==> src/rtl/regfile_access_ctrl.sv <==
// ============================================================================
// Module  : regfile_access_ctrl
// Brief   : Sequences 8085 register-file accesses with setup/strobe/hold phasing
// Revision: 1.0 - initial release
// ============================================================================
`default_nettype none

module regfile_access_ctrl #(
  parameter int SETUP_CYCLES  = 1,
  parameter int STROBE_CYCLES = 1
) (
  input  logic       clk,
  input  logic       rst,
  input  logic       cmd_valid,
  output logic       cmd_ready,
  input  logic [2:0] cmd_op,
  input  logic [2:0] cmd_sel,
  output logic       bc_rw,
  output logic       de_rw,
  output logic       hl_rw,
  output logic       wz_rw,
  output logic       pc_rw,
  output logic       sp_rw,
  output logic       rreg_rd,
  output logic       lreg_rd,
  output logic       rreg_wr,
  output logic       lreg_wr,
  output logic       dreg_rd,
  output logic       dreg_wr,
  output logic       busy,
  output logic       done,
  output logic       err
);

  localparam int c_cnt_max = (SETUP_CYCLES > STROBE_CYCLES) ? SETUP_CYCLES : STROBE_CYCLES;
  localparam int c_cnt_w   = (c_cnt_max > 1) ? $clog2(c_cnt_max) : 1;
  localparam logic [c_cnt_w-1:0] c_setup_last  = c_cnt_w'(SETUP_CYCLES - 1);
  localparam logic [c_cnt_w-1:0] c_strobe_last = c_cnt_w'(STROBE_CYCLES - 1);
  localparam logic [c_cnt_w-1:0] c_one         = c_cnt_w'(1);
  localparam logic [2:0] c_op_rd_pair = 3'd4;
  localparam logic [2:0] c_op_wr_pair = 3'd5;

  typedef enum logic [1:0] {
    ST_IDLE   = 2'd0,
    ST_SETUP  = 2'd1,
    ST_STROBE = 2'd2,
    ST_HOLD   = 2'd3
  } state_t;

  state_t             r_state, w_state_nxt;
  logic [2:0]         r_op, w_op_nxt;
  logic [2:0]         r_sel, w_sel_nxt;
  logic               r_byte, w_byte_nxt;
  logic               r_illegal, w_illegal_nxt;
  logic [c_cnt_w-1:0] r_cnt, w_cnt_nxt;

  logic               r_ready, r_busy, r_done, r_err;
  logic [5:0]         r_sel_oh, r_strobe;
  logic [5:0]         w_sel_oh_nxt, w_strobe_nxt;
  logic               w_done_nxt, w_err_nxt, w_pair_nxt;

  always_ff @(posedge clk) begin
    if (rst) begin
      r_state   <= ST_IDLE;
      r_op      <= '0;
      r_sel     <= '0;
      r_byte    <= 1'b0;
      r_illegal <= 1'b0;
      r_cnt     <= '0;
      r_ready   <= 1'b1;
      r_busy    <= 1'b0;
      r_done    <= 1'b0;
      r_err     <= 1'b0;
      r_sel_oh  <= '0;
      r_strobe  <= '0;
    end else begin
      r_state   <= w_state_nxt;
      r_op      <= w_op_nxt;
      r_sel     <= w_sel_nxt;
      r_byte    <= w_byte_nxt;
      r_illegal <= w_illegal_nxt;
      r_cnt     <= w_cnt_nxt;
      r_ready   <= (w_state_nxt == ST_IDLE);
      r_busy    <= (w_state_nxt != ST_IDLE);
      r_done    <= w_done_nxt;
      r_err     <= w_err_nxt;
      r_sel_oh  <= w_sel_oh_nxt;
      r_strobe  <= w_strobe_nxt;
    end
  end

  // Outputs are registered from the next-state values so they change exactly on phase entry.
  always_comb begin
    w_state_nxt   = r_state;
    w_op_nxt      = r_op;
    w_sel_nxt     = r_sel;
    w_byte_nxt    = r_byte;
    w_illegal_nxt = r_illegal;
    w_cnt_nxt     = r_cnt + c_one;
    case (r_state)
      ST_IDLE: begin
        w_cnt_nxt = '0;
        if (cmd_valid) begin
          w_op_nxt      = cmd_op;
          w_sel_nxt     = cmd_sel;
          w_byte_nxt    = 1'b0;
          w_illegal_nxt = (cmd_sel > 3'd5);
          if (cmd_sel > 3'd5) w_state_nxt = ST_HOLD;
          else                w_state_nxt = ST_SETUP;
        end
      end
      ST_SETUP: begin
        if (r_cnt == c_setup_last) begin
          w_state_nxt = ST_STROBE;
          w_cnt_nxt   = '0;
        end
      end
      ST_STROBE: begin
        if (r_cnt == c_strobe_last) begin
          w_state_nxt = ST_HOLD;
          w_cnt_nxt   = '0;
        end
      end
      default: begin
        w_cnt_nxt = '0;
        if (!r_illegal && !r_byte && (r_op == c_op_rd_pair || r_op == c_op_wr_pair)) begin
          w_state_nxt = ST_SETUP;
          w_byte_nxt  = 1'b1;
        end else begin
          w_state_nxt = ST_IDLE;
        end
      end
    endcase

    w_pair_nxt   = (w_op_nxt == c_op_rd_pair) || (w_op_nxt == c_op_wr_pair);
    w_done_nxt   = (w_state_nxt == ST_HOLD) && (w_illegal_nxt || !w_pair_nxt || w_byte_nxt);
    w_err_nxt    = (w_state_nxt == ST_HOLD) && w_illegal_nxt;
    w_sel_oh_nxt = '0;
    if (w_state_nxt != ST_IDLE && !w_illegal_nxt) w_sel_oh_nxt = 6'b1 << w_sel_nxt;

    // Strobe bits: {dreg_wr, dreg_rd, lreg_wr, rreg_wr, lreg_rd, rreg_rd}
    w_strobe_nxt = '0;
    if (w_state_nxt == ST_STROBE) begin
      case (w_op_nxt)
        3'd0:    w_strobe_nxt = 6'b000001;
        3'd1:    w_strobe_nxt = 6'b000010;
        3'd2:    w_strobe_nxt = 6'b000100;
        3'd3:    w_strobe_nxt = 6'b001000;
        3'd4:    w_strobe_nxt = w_byte_nxt ? 6'b000010 : 6'b000001;
        3'd5:    w_strobe_nxt = w_byte_nxt ? 6'b001000 : 6'b000100;
        3'd6:    w_strobe_nxt = 6'b010000;
        default: w_strobe_nxt = 6'b100000;
      endcase
    end
  end

  assign cmd_ready = r_ready;
  assign busy      = r_busy;
  assign done      = r_done;
  assign err       = r_err;
  assign {sp_rw, pc_rw, wz_rw, hl_rw, de_rw, bc_rw} = r_sel_oh;
  assign {dreg_wr, dreg_rd, lreg_wr, rreg_wr, lreg_rd, rreg_rd} = r_strobe;

endmodule

`default_nettype wire

==> config.mk <==
export PLATFORM = sky130hd
export DESIGN_NAME = regfile_access_ctrl
export DESIGN_NICKNAME = d
export VERILOG_FILES = /design/src/rtl/regfile_access_ctrl.sv
export SDC_FILE = /design/constraint.sdc
export NUM_CORES = 1
export LEC_CHECK = 0
export CORE_MARGIN = 5
export CORE_UTILIZATION = 35
export CTS_CLUSTER_SIZE = 16
export DETAILED_ROUTE_END_ITERATION = 6
export GPL_TIMING_DRIVEN = 0
export PLACE_DENSITY_LB_ADDON = 0.2
export SETUP_SLACK_MARGIN = 0.15
export SLEW_MARGIN = 20
export SYNTH_ARGS = -nofsm -noshare
export SYNTH_HDL_FRONTEND = slang
export SYNTH_SLANG_ARGS = --single-unit
==> constraint.sdc <==
create_clock -name clk -period 2.91 [get_ports clk]
set_input_delay 0.4365 -clock clk [delete_from_list [all_inputs] [get_ports clk]]
set_output_delay 0.4365 -clock clk [all_outputs]
set_load 0.02 [all_outputs]
==> results of run 1 <==
layout make-up:
class	instances	area, um^2
repair buffers	23	230.2
clock inverters	1	7.507
fillers	320	1804
plain buffers	5	27.53
well taps	46	57.56
flip-flops and latches	27	540.5
inverters	5	18.77
clock buffers	3	22.52
multi-input cells	93	628.1
cell families (layout without fill, tap and decap cells):
group,after synthesis,count (layout),synth area share
AO/OA/AOI/OAI,30,30,0.1823
adder cells (fa/ha/maj),5,5,0.05149
buffers and inverters,10,37,0.03810
flip-flops,27,27,0.4449
multiplexers,5,5,0.05046
other,1,1,0.003087
AND/OR/NAND/NOR,52,52,0.2297
routing by layer:
| metal | global-route usage | part of all wire |
|---|---|---|
| met2 | 0.2060 | 0.49 |
| met1 | 0.1402 | 0.45 |
| met4 | 0.02920 | 0.010 |
| met5 | 0 | 0 |
| met3 | 0.03566 | 0.055 |
placed cells by master, fill, tap and decap left out, drive strengths merged, types with 2 or more instances in the layout:
master / Yosys / final
clkbuf: 3 / 6
nor3: 5 / 5
nor2: 11 / 11
ha: 5 / 5
nor4: 4 / 4
nand3: 2 / 2
nand3b: 2 / 2
nor2b: 5 / 5
a2111oi: 2 / 2
nand4b: 2 / 2
mux2: 3 / 3
a211oi: 3 / 3
or3: 2 / 2
nand2: 12 / 12
and2: 2 / 2
a21oi: 11 / 11
o21ai: 4 / 4
buf: 2 / 2
dfxtp: 27 / 27
mux2i: 2 / 2
inv: 5 / 5
clkdlybuf4s50: 0 / 23
where the power goes:
| group | internal [W] | total (W) | switching (W) | leakage [nW] |
|---|---|---|---|---|
| Combinational | 0.000203 | 0.000491 | 0.000287 | 0.311 |
| Clock | 0.0000526 | 0.000162 | 0.000110 | 0.0139 |
| Sequential | 0.000426 | 0.000458 | 0.0000319 | 0.220 |
worst max-delay path, cell delays in order, from the launching register on:
cell,delay [ps]
dfxtp_1,420
inv_1,100
ha_1,250
and2_4,170
buf_6,120
buf_2,180
a311o_1,440
o21ai_2,400
a311oi_1,90
state kept, by name, summed over array words and instances (netlist names):
signal,count
r_state,2
done,1
cmd_ready,1
r_strobe,6
r_cnt,1
r_sel,3
r_byte,1
busy,1
r_op,3
r_illegal,1
r_sel_oh,6
err,1
worst min path at each step:
stage          slack [ps]  endpoint     start  depth (start not counted)
2_1_floorplan         450  r_sel[2]  r_sel[2]                          2
3_3_place_gp          460  r_sel[2]  r_sel[2]                          2
3_5_place_dp          470  r_sel[2]  r_sel[2]                          2
4_1_cts               480  r_sel[2]  r_sel[2]                          2
5_1_grt               530  r_sel[2]  r_sel[2]                          2
6_report              480  r_sel[2]  r_sel[2]                          2
per-stage QoR:
stage / hold slack, ps / instances
after floorplan: 449.5 / 130
after global placement: 459.5 / 199
after detailed placement: 465.5 / 199
after CTS: 484.7 / 203
after global routing: 529.6 / 203
final: 484.3 / 203
==> results.sh, run 1 <==
export IMPL_timing_rr_start="r_state[0]"
export IMPL_die_y_um=68.92
export IMPL_worstSetupStartpoint="r_state[0]"
export IMPL_via_per_inst=5.025
export IMPL_antenna_cells=0
export IMPL_synth_most_common_cell="dfxtp_1"
export IMPL_wl_um=2506
export IMPL_cts_tree="yes"
export IMPL_design_area_um2=1533
export IMPL_path_class="reg -> reg"
export IMPL_yosysSeqAreaShare=0.4449
export IMPL_ys_async_sr_fraction=0
export IMPL_syn_area_per_cell_um2=9.346
export IMPL_placed_area_um2=1503
export IMPL_max_cap_violations=0
export IMPL_core_area_um2=3337
export IMPL_drt_initial_drc_count=69
export IMPL_rr_worst_depth=8
export IMPL_final_util=0.4593
export IMPL_hold_class="reg -> reg"
export IMPL_clock_skew_ps=8.344
export IMPL_synth_top_area_cell="dfxtp_1"
export IMPL_critPathMaxFanout=10
export IMPL_portBuffers=23
export IMPL_power_density_nw_per_um2=725.0
export IMPL_grt_usage=0.1179
export IMPL_post_cts_buffers=0
export IMPL_netlist_cell_type_count=43
export IMPL_clock_sinks=27
export IMPL_power_w=0.001111
export IMPL_critPathCaptureType="flop"
export IMPL_design_die_area_um2=4749
export IMPL_fin_tns_setup_ps=0
export IMPL_initial_utilization=0.3641
export IMPL_synth_top_cells_by_area="dfxtp_1, ha_1, a21oi_1"
export IMPL_synth_ff_type="dfxtp_1"
export IMPL_synth_edf_count=0
export IMPL_synth_net_count=144
export IMPL_crit_required_ps=3090
export IMPL_worstSkewPairLatency_ps=330
export IMPL_status="completed"
export IMPL_grt_start_max_net_pins=17
export IMPL_yosys_top_cells_count="dfxtp_1, nand2_1, a21oi_1, nor2_1"
export IMPL_fp_dieW_um=68.92
export IMPL_vdd_ir_drop_max_mv=0.3686
export IMPL_cts_htree_levels=1
export IMPL_clk_pin_slew_ps=150
export IMPL_first_global_vias=964
export IMPL_power_leakage_nw=0.5454
export IMPL_dp_hpwl_um=1880
export IMPL_synth_seq_cells=27
export IMPL_yosysWarnings=0
export IMPL_max_freq_ghz=0.4321
export IMPL_place_ws_ps=386.7
export IMPL_clockBufferDepth=2
export IMPL_crit_end="done"
export IMPL_area_growth_pct=26.16
export IMPL_place_congestion=0.7769
export IMPL_setup_ws_ps=595.9
export IMPL_slew_headroom=0.3810
export IMPL_critPathArrivalTime_ps=2500
export IMPL_period_needed_ps=2314
export IMPL_via_count=1020
export IMPL_setup_viol=0
export IMPL_wire_per_inst_um=12.34
export IMPL_drtAntennaViolNets=0
export IMPL_cts_root_buf="clkbuf_4"
export IMPL_r2r_end="done"
export IMPL_overflow=0
export IMPL_syn_inst=130
export IMPL_fin_nets=172
export IMPL_antenna_found_initial=0
export IMPL_synth_area_um2=1215
export IMPL_hold_viol_final=0
export IMPL_r2r_slack_ps=600
export IMPL_yosys_area_top_type_share=0.4449
export IMPL_post_cts_resized=0
export IMPL_max_slew_worst_pin_slew_ps=922.4
export IMPL_drive_gt1_frac=0.08917
export IMPL_final_period_utilization=0.7952
export IMPL_slew_violations=0
export IMPL_rsz0062_at_grt="no"
export IMPL_grt_pass1_wl_um=4229
export IMPL_cts_inserted_buffers=3
export IMPL_rows=21
export IMPL_num_io_pins=25
export IMPL_worst_setup_path_start_kind="flop"
export IMPL_drc_errors=0
export IMPL_firstDrtPassIters=4
export IMPL_postCtsHoldBufs=0
(Power assumes the default switching activity.)
==> inputs of run 2 (changes only) <==
==> constraint.sdc (replaced) <==
create_clock -name clk -period 2.2 [get_ports clk]
set_input_delay 0.33 -clock clk [delete_from_list [all_inputs] [get_ports clk]]
set_output_delay 0.33 -clock clk [all_outputs]
set_load 0.02 [all_outputs]
==> run 2 against run 1 <==
  * Count of clock-buffer cells in the layout rose by 1
  * Critical path depth did not move
  * Critical path type unchanged
  * Sequential power rose by 33%
  * Sequential cell count did not move
  * Via count rose by 6.2%
==> results.sh, run 2 (synthesis gave the netlist of run 1 again) <==
export IMPL_grt_usage=0.1203
export IMPL_fin_nets=182
export IMPL_drc_errors=0
export IMPL_critPathCaptureType="flop"
export IMPL_die_y_um=68.92
export IMPL_grt_pass1_wl_um=4271
export IMPL_place_congestion=0.7952
export IMPL_crit_family="compound AO/OA/AOI/OAI gates"
export IMPL_dp_cells=199
export IMPL_period_needed_ps=2025
export IMPL_portBuffers=23
export IMPL_final_cell_count_no_fill=213
export IMPL_cp_num_buf_inv=3
export IMPL_cts_root_buf="clkbuf_4"
export IMPL_clk_pin_slew_ps=140
export IMPL_overflow=0
export IMPL_hold_class="in -> reg"
export IMPL_grt_start_max_net_pins=15
export IMPL_power_density_nw_per_um2=993.3
export IMPL_drive_gt1_frac=0.1916
export IMPL_whs_ps=401.1
export IMPL_area_growth_pct=36.77
export IMPL_wire_per_inst_um=12.93
export IMPL_p_seq_frac=0.369
export IMPL_antenna_found_initial=0
export IMPL_fp_dieW_um=68.92
export IMPL_mostFrequentLayoutCells="dfxtp_1, clkdlybuf4s50_1, nand2_1"
export IMPL_gr_usage_met1=0.1395
export IMPL_use_met2=0.2167
export IMPL_p_int_w=0.001024
export IMPL_antenna_cells=0
export IMPL_p_sw_w=0.0006270
export IMPL_wl_um=2754
export IMPL_final_common_cell="dfxtp_1"
export IMPL_crit_slowest_cell="a311o_1"
export IMPL_use_met3=0.03404
export IMPL_clock_skew_ps=1.741
export IMPL_path_class="reg -> reg"
export IMPL_via_count=1083
export IMPL_power_w=0.001651
export IMPL_rows=21
export IMPL_reg_top3="r_sel_oh x6, r_strobe x6"
export IMPL_first_global_vias=980
export IMPL_firstDrtPassIters=4
export IMPL_final_period_utilization=0.9205
export IMPL_status="completed"
export IMPL_hold_viol_final=0
export IMPL_crit_chain="inv_4 > ha_4 > and2_4 > buf_6 > buf_8 > a311o_1 > o31ai_4 > a22oi_1"
export IMPL_rsz0062_at_grt="yes"
export IMPL_cts_htree_levels=1
export IMPL_fill_cells=326
export IMPL_final_util=0.4979
export IMPL_combPwrFrac=0.504
export IMPL_design_die_area_um2=4749
export IMPL_power_leakage_nw=0.6039
export IMPL_crit_required_ps=2400
export IMPL_setup_viol=0
export IMPL_critPathMaxFanout=6
export IMPL_num_io_pins=25
export IMPL_initial_utilization=0.3641
export IMPL_slew_headroom=0.6049
export IMPL_cts_inserted_buffers=3
export IMPL_drt_initial_drc_count=69
export IMPL_seq_area_um2=545.5
export IMPL_cts_tree="yes"
export IMPL_worst_setup_path_start_kind="flop"
export IMPL_clkPwrFrac=0.127
export IMPL_clock_sinks=27
export IMPL_via_per_inst=5.085
export IMPL_max_freq_ghz=0.4938
export IMPL_max_slew_worst_pin_slew_ps=592.5
export IMPL_worstSkewPairLatency_ps=320
export IMPL_slew_violations=0
export IMPL_grt_busiest_layer="met2"
export IMPL_clockBufferDepth=2
export IMPL_drtAntennaViolNets=0
export IMPL_core_area_um2=3337
export IMPL_multi_input_area_um2=668.1
export IMPL_cpPeakStageDelay_ps=430
export IMPL_vdd_ir_drop_max_mv=0.4535
export IMPL_critPathArrivalTime_ps=2230
export IMPL_sw_frac_of_total=0.3799
export IMPL_dp_hpwl_um=1881
export IMPL_max_cap_violations=0
[run 2: area by class of cell]
cell class | count | area share
Sequential cell | 27 | 0.3283
Timing Repair Buffer | 33 | 0.1837
Tap cell | 46 | 0.03464
Inverter | 5 | 0.01280
Multi-Input combinational cell | 93 | 0.4021
Clock buffer | 4 | 0.01581
Buffer | 5 | 0.02259
[run 2: power by group through the flow]
stage / clock (W) / sequential (W) / combinational (W)
floorplan: 0 / 0.000667 / 0.000408
global route: 0.000241 / 0.000623 / 0.000902
detailed placement: 0 / 0.000622 / 0.000652
finish: 0.000209 / 0.000609 / 0.000832
global placement: 0 / 0.000617 / 0.000645
CTS: 0.000216 / 0.000606 / 0.000716
[run 2: worst paths after layout]
check / cells past startpoint / from / slack [ps] / end
worst max register to register: 8 / r_state[0] / 170 / r_sel_oh[3]
worst max-delay path: 8 / r_state[0] / 170 / r_sel_oh[3]
worst min register to register: 2 / r_sel[2] / 510 / r_sel[2]
worst min-delay path: 3 / cmd_sel[1] / 400 / r_sel[1]
[run 2: metal layers]
layer,vias to the layer above,wire length (um),part of all wire
li1,546,-,-
met1,508,1233,0.45
met2,27,1377,0.50
met3,2,123,0.045
met4,0,19,0.0069
met5,-,0,0
[run 2: worst reg2reg max path, stage by stage (launching register included)]
cell and delay [ps]:
dfxtp_2 380, inv_4 50, ha_4 160, and2_4 150
buf_6 130, buf_8 120, a311o_1 440, o31ai_4 370
a22oi_1 110
[run 2: timing repair]
action / in CTS / in global routing
endpoints found under the setup margin: 17 / 15
resized for setup: 8 / 7
pin swaps: 3 / 7
buffers inserted: 2 / 8
gates cloned: 0 / 0
hold buffers: 0 / 0
[run 2: stage by stage]
| stage | setup TNS, ps | setup slack [ps] | instance area, um^2 |
|---|---|---|---|
| 2_1_floorplan | 0 | 158.3 | 1216 |
| 3_3_place_gp | -2073 | -179.9 | 1504 |
| 3_5_place_dp | -2503 | -209.2 | 1504 |
| 4_1_cts | 0 | 177.8 | 1572 |
| 5_1_grt | 0 | 108.0 | 1662 |
| 6_report | 0 | 175.0 | 1662 |
==> inputs of run 3 (changes only) <==
--- a/config.mk
+++ b/config.mk
@@ -11,7 +11,6 @@
 export DETAILED_ROUTE_END_ITERATION = 6
 export GPL_TIMING_DRIVEN = 0
 export PLACE_DENSITY_LB_ADDON = 0.2
-export SETUP_SLACK_MARGIN = 0.15
 export SLEW_MARGIN = 20
 export SYNTH_ARGS = -nofsm -noshare
 export SYNTH_HDL_FRONTEND = slang
==> run 3 against run 2 <==
  * Wire length fell by 5.3%
  * Clock skew up 3.2 ps
  * Cell count fell by 3.3%
  * Largest cell class unchanged
==> results.sh, run 3 (synthesis gave the netlist of run 1 again) <==
export IMPL_p_sw_w=0.0006116
export IMPL_crit_end="r_strobe[3]"
export IMPL_num_io_pins=25
export IMPL_period_needed_ps=2121
export IMPL_drt_initial_drc_count=79
export IMPL_crit_family="simple AND/OR/NAND/NOR gates"
export IMPL_p_int_w=0.0009805
export IMPL_max_cap_violations=0
export IMPL_worstSetupStartpoint="r_state[0]"
export IMPL_vdd_ir_drop_max_mv=0.5472
export IMPL_fin_nets=175
export IMPL_cpPeakStageDelay_ps=420
export IMPL_core_area_um2=3337
export IMPL_first_global_vias=965
export IMPL_cts_tree="yes"
export IMPL_slew_headroom=0.5168
export IMPL_r2r_slack_ps=80
export IMPL_cts_root_buf="clkbuf_4"
export IMPL_path_class="reg -> reg"
export IMPL_place_congestion=0.7769
export IMPL_design_die_area_um2=4749
export IMPL_antenna_cells=0
export IMPL_cts_htree_levels=1
export IMPL_mostFrequentLayoutCells="dfxtp_1, clkdlybuf4s50_1, nand2_1"
export IMPL_critPathCaptureType="flop"
export IMPL_rsz0062_at_grt="no"
export IMPL_fp_dieW_um=68.92
export IMPL_rows=21
export IMPL_rr_worst_depth=7
export IMPL_grt_pass1_wl_um=4215
export IMPL_clock_skew_ps=4.988
export IMPL_firstDrtPassIters=4
export IMPL_cts_inserted_buffers=3
export IMPL_setup_viol=0
export IMPL_r2r_end="r_strobe[3]"
export IMPL_sw_frac_of_total=0.3842
export IMPL_reg_top3="r_sel_oh x6, r_strobe x6"
export IMPL_via_per_inst=5.058
export IMPL_power_leakage_nw=0.5698
export IMPL_clock_sinks=27
export IMPL_dp_hpwl_um=1880
export IMPL_worst_setup_path_start_kind="flop"
export IMPL_power_w=0.001592
export IMPL_critPathArrivalTime_ps=2360
export IMPL_antenna_found_initial=0
export IMPL_drc_errors=0
export IMPL_fin_tns_setup_ps=0
export IMPL_grt_usage=0.1175
export IMPL_drtAntennaViolNets=0
export IMPL_wire_per_inst_um=12.66
export IMPL_worstSkewPairLatency_ps=320
export IMPL_critPathMaxFanout=9
export IMPL_portBuffers=23
export IMPL_timing_rr_start="r_state[0]"
export IMPL_combPwrFrac=0.480
export IMPL_area_growth_pct=33.57
export IMPL_power_density_nw_per_um2=981.1
export IMPL_drive_gt1_frac=0.1563
export IMPL_final_util=0.4863
export IMPL_overflow=0
export IMPL_clk_pin_slew_ps=150
export IMPL_placed_area_um2=1503
export IMPL_fill_cells=308
export IMPL_path_depth=7
export IMPL_hold_viol_final=0
export IMPL_design_area_um2=1623
export IMPL_grt_start_max_net_pins=17
export IMPL_cp_num_buf_inv=2
export IMPL_setup_ws_ps=78.70
export IMPL_final_period_utilization=0.9642
export IMPL_slew_violations=0
export IMPL_max_slew_worst_pin_slew_ps=722.6
export IMPL_clkPwrFrac=0.136
export IMPL_place_ws_ps=-216.8
export IMPL_via_count=1042
export IMPL_crit_slowest_cell="or3_1"
export IMPL_clockBufferDepth=2
export IMPL_final_common_cell="dfxtp_1"
export IMPL_initial_utilization=0.3641
export IMPL_p_seq_frac=0.384
export IMPL_die_y_um=68.92
export IMPL_crit_chain="inv_1 > ha_4 > and2_4 > buf_6 > mux2_4 > or3_1 > a2111oi_4"
export IMPL_max_freq_ghz=0.4714
export IMPL_crit_required_ps=2440
export IMPL_hold_class="in -> reg"
export IMPL_wl_um=2608
export IMPL_status="completed"
[run 3: changes by cell type in the layout (fill, tap and decap cells not counted), sizes merged]
cell	before	now
clkinvlp	0	1
buf	12	4
[run 3: worst min-delay path by stage]
stage                     startpoint        to  slack [ps]  depth (start not counted)
after global placement      r_sel[2]  r_sel[2]         460                          2
final                     cmd_sel[1]  r_sel[1]         400                          3
after detailed placement    r_sel[2]  r_sel[2]         470                          2
after floorplan             r_sel[2]  r_sel[2]         450                          2
after global routing      cmd_sel[1]  r_sel[1]         430                          3
after CTS                 cmd_sel[1]  r_sel[1]         390                          3
[run 3: power by group through the flow]
stage,Sequential (W),Clock (W),Combinational (W)
floorplan,0.000665,0,0.000408
global placement,0.000615,0,0.000643
detailed placement,0.000618,0,0.000652
CTS,0.000610,0.000229,0.000662
global route,0.000621,0.000245,0.000842
finish,0.000612,0.000216,0.000764
[run 3: through the flow]
step | hold WS [ps] | instances
2_1_floorplan | 449.5 | 130
3_3_place_gp | 459.5 | 199
3_5_place_dp | 465.5 | 199
4_1_cts | 385.5 | 203
5_1_grt | 431.0 | 206
6_report | 397.1 | 206
[run 3: timing repair]
action                     CTS  global route
pin swaps                    2             4
hold buffers                 0             0
resized for setup            3            11
cloned                       0             0
setup buffers                0             3
setup endpoints to repair   15            17
[run 3: per-layer routing]
layer	GRT usage	part of all wire
met1	0.1392	0.44
met2	0.2060	0.50
met3	0.03566	0.051
met4	0.02920	0.0065
met5	0	0
[run 3: final cells by class]
class                      instances  area [um^2]  area share
buffer                             5        30.03     0.01850
inverter                           5        18.77     0.01157
clock inverter                     1        7.507    0.004626
sequential                        27        548.0      0.3377
multi-input combinational         93        673.1      0.4148
timing repair buffer              26        265.3      0.1635
clock buffer                       3        22.52     0.01388
tap                               46        57.56     0.03547
[run 3: tightest hold or removal path, cell delays in order]
cell and delay (ps):
clkbuf_1 200, nand2_1 110, a21oi_1 50
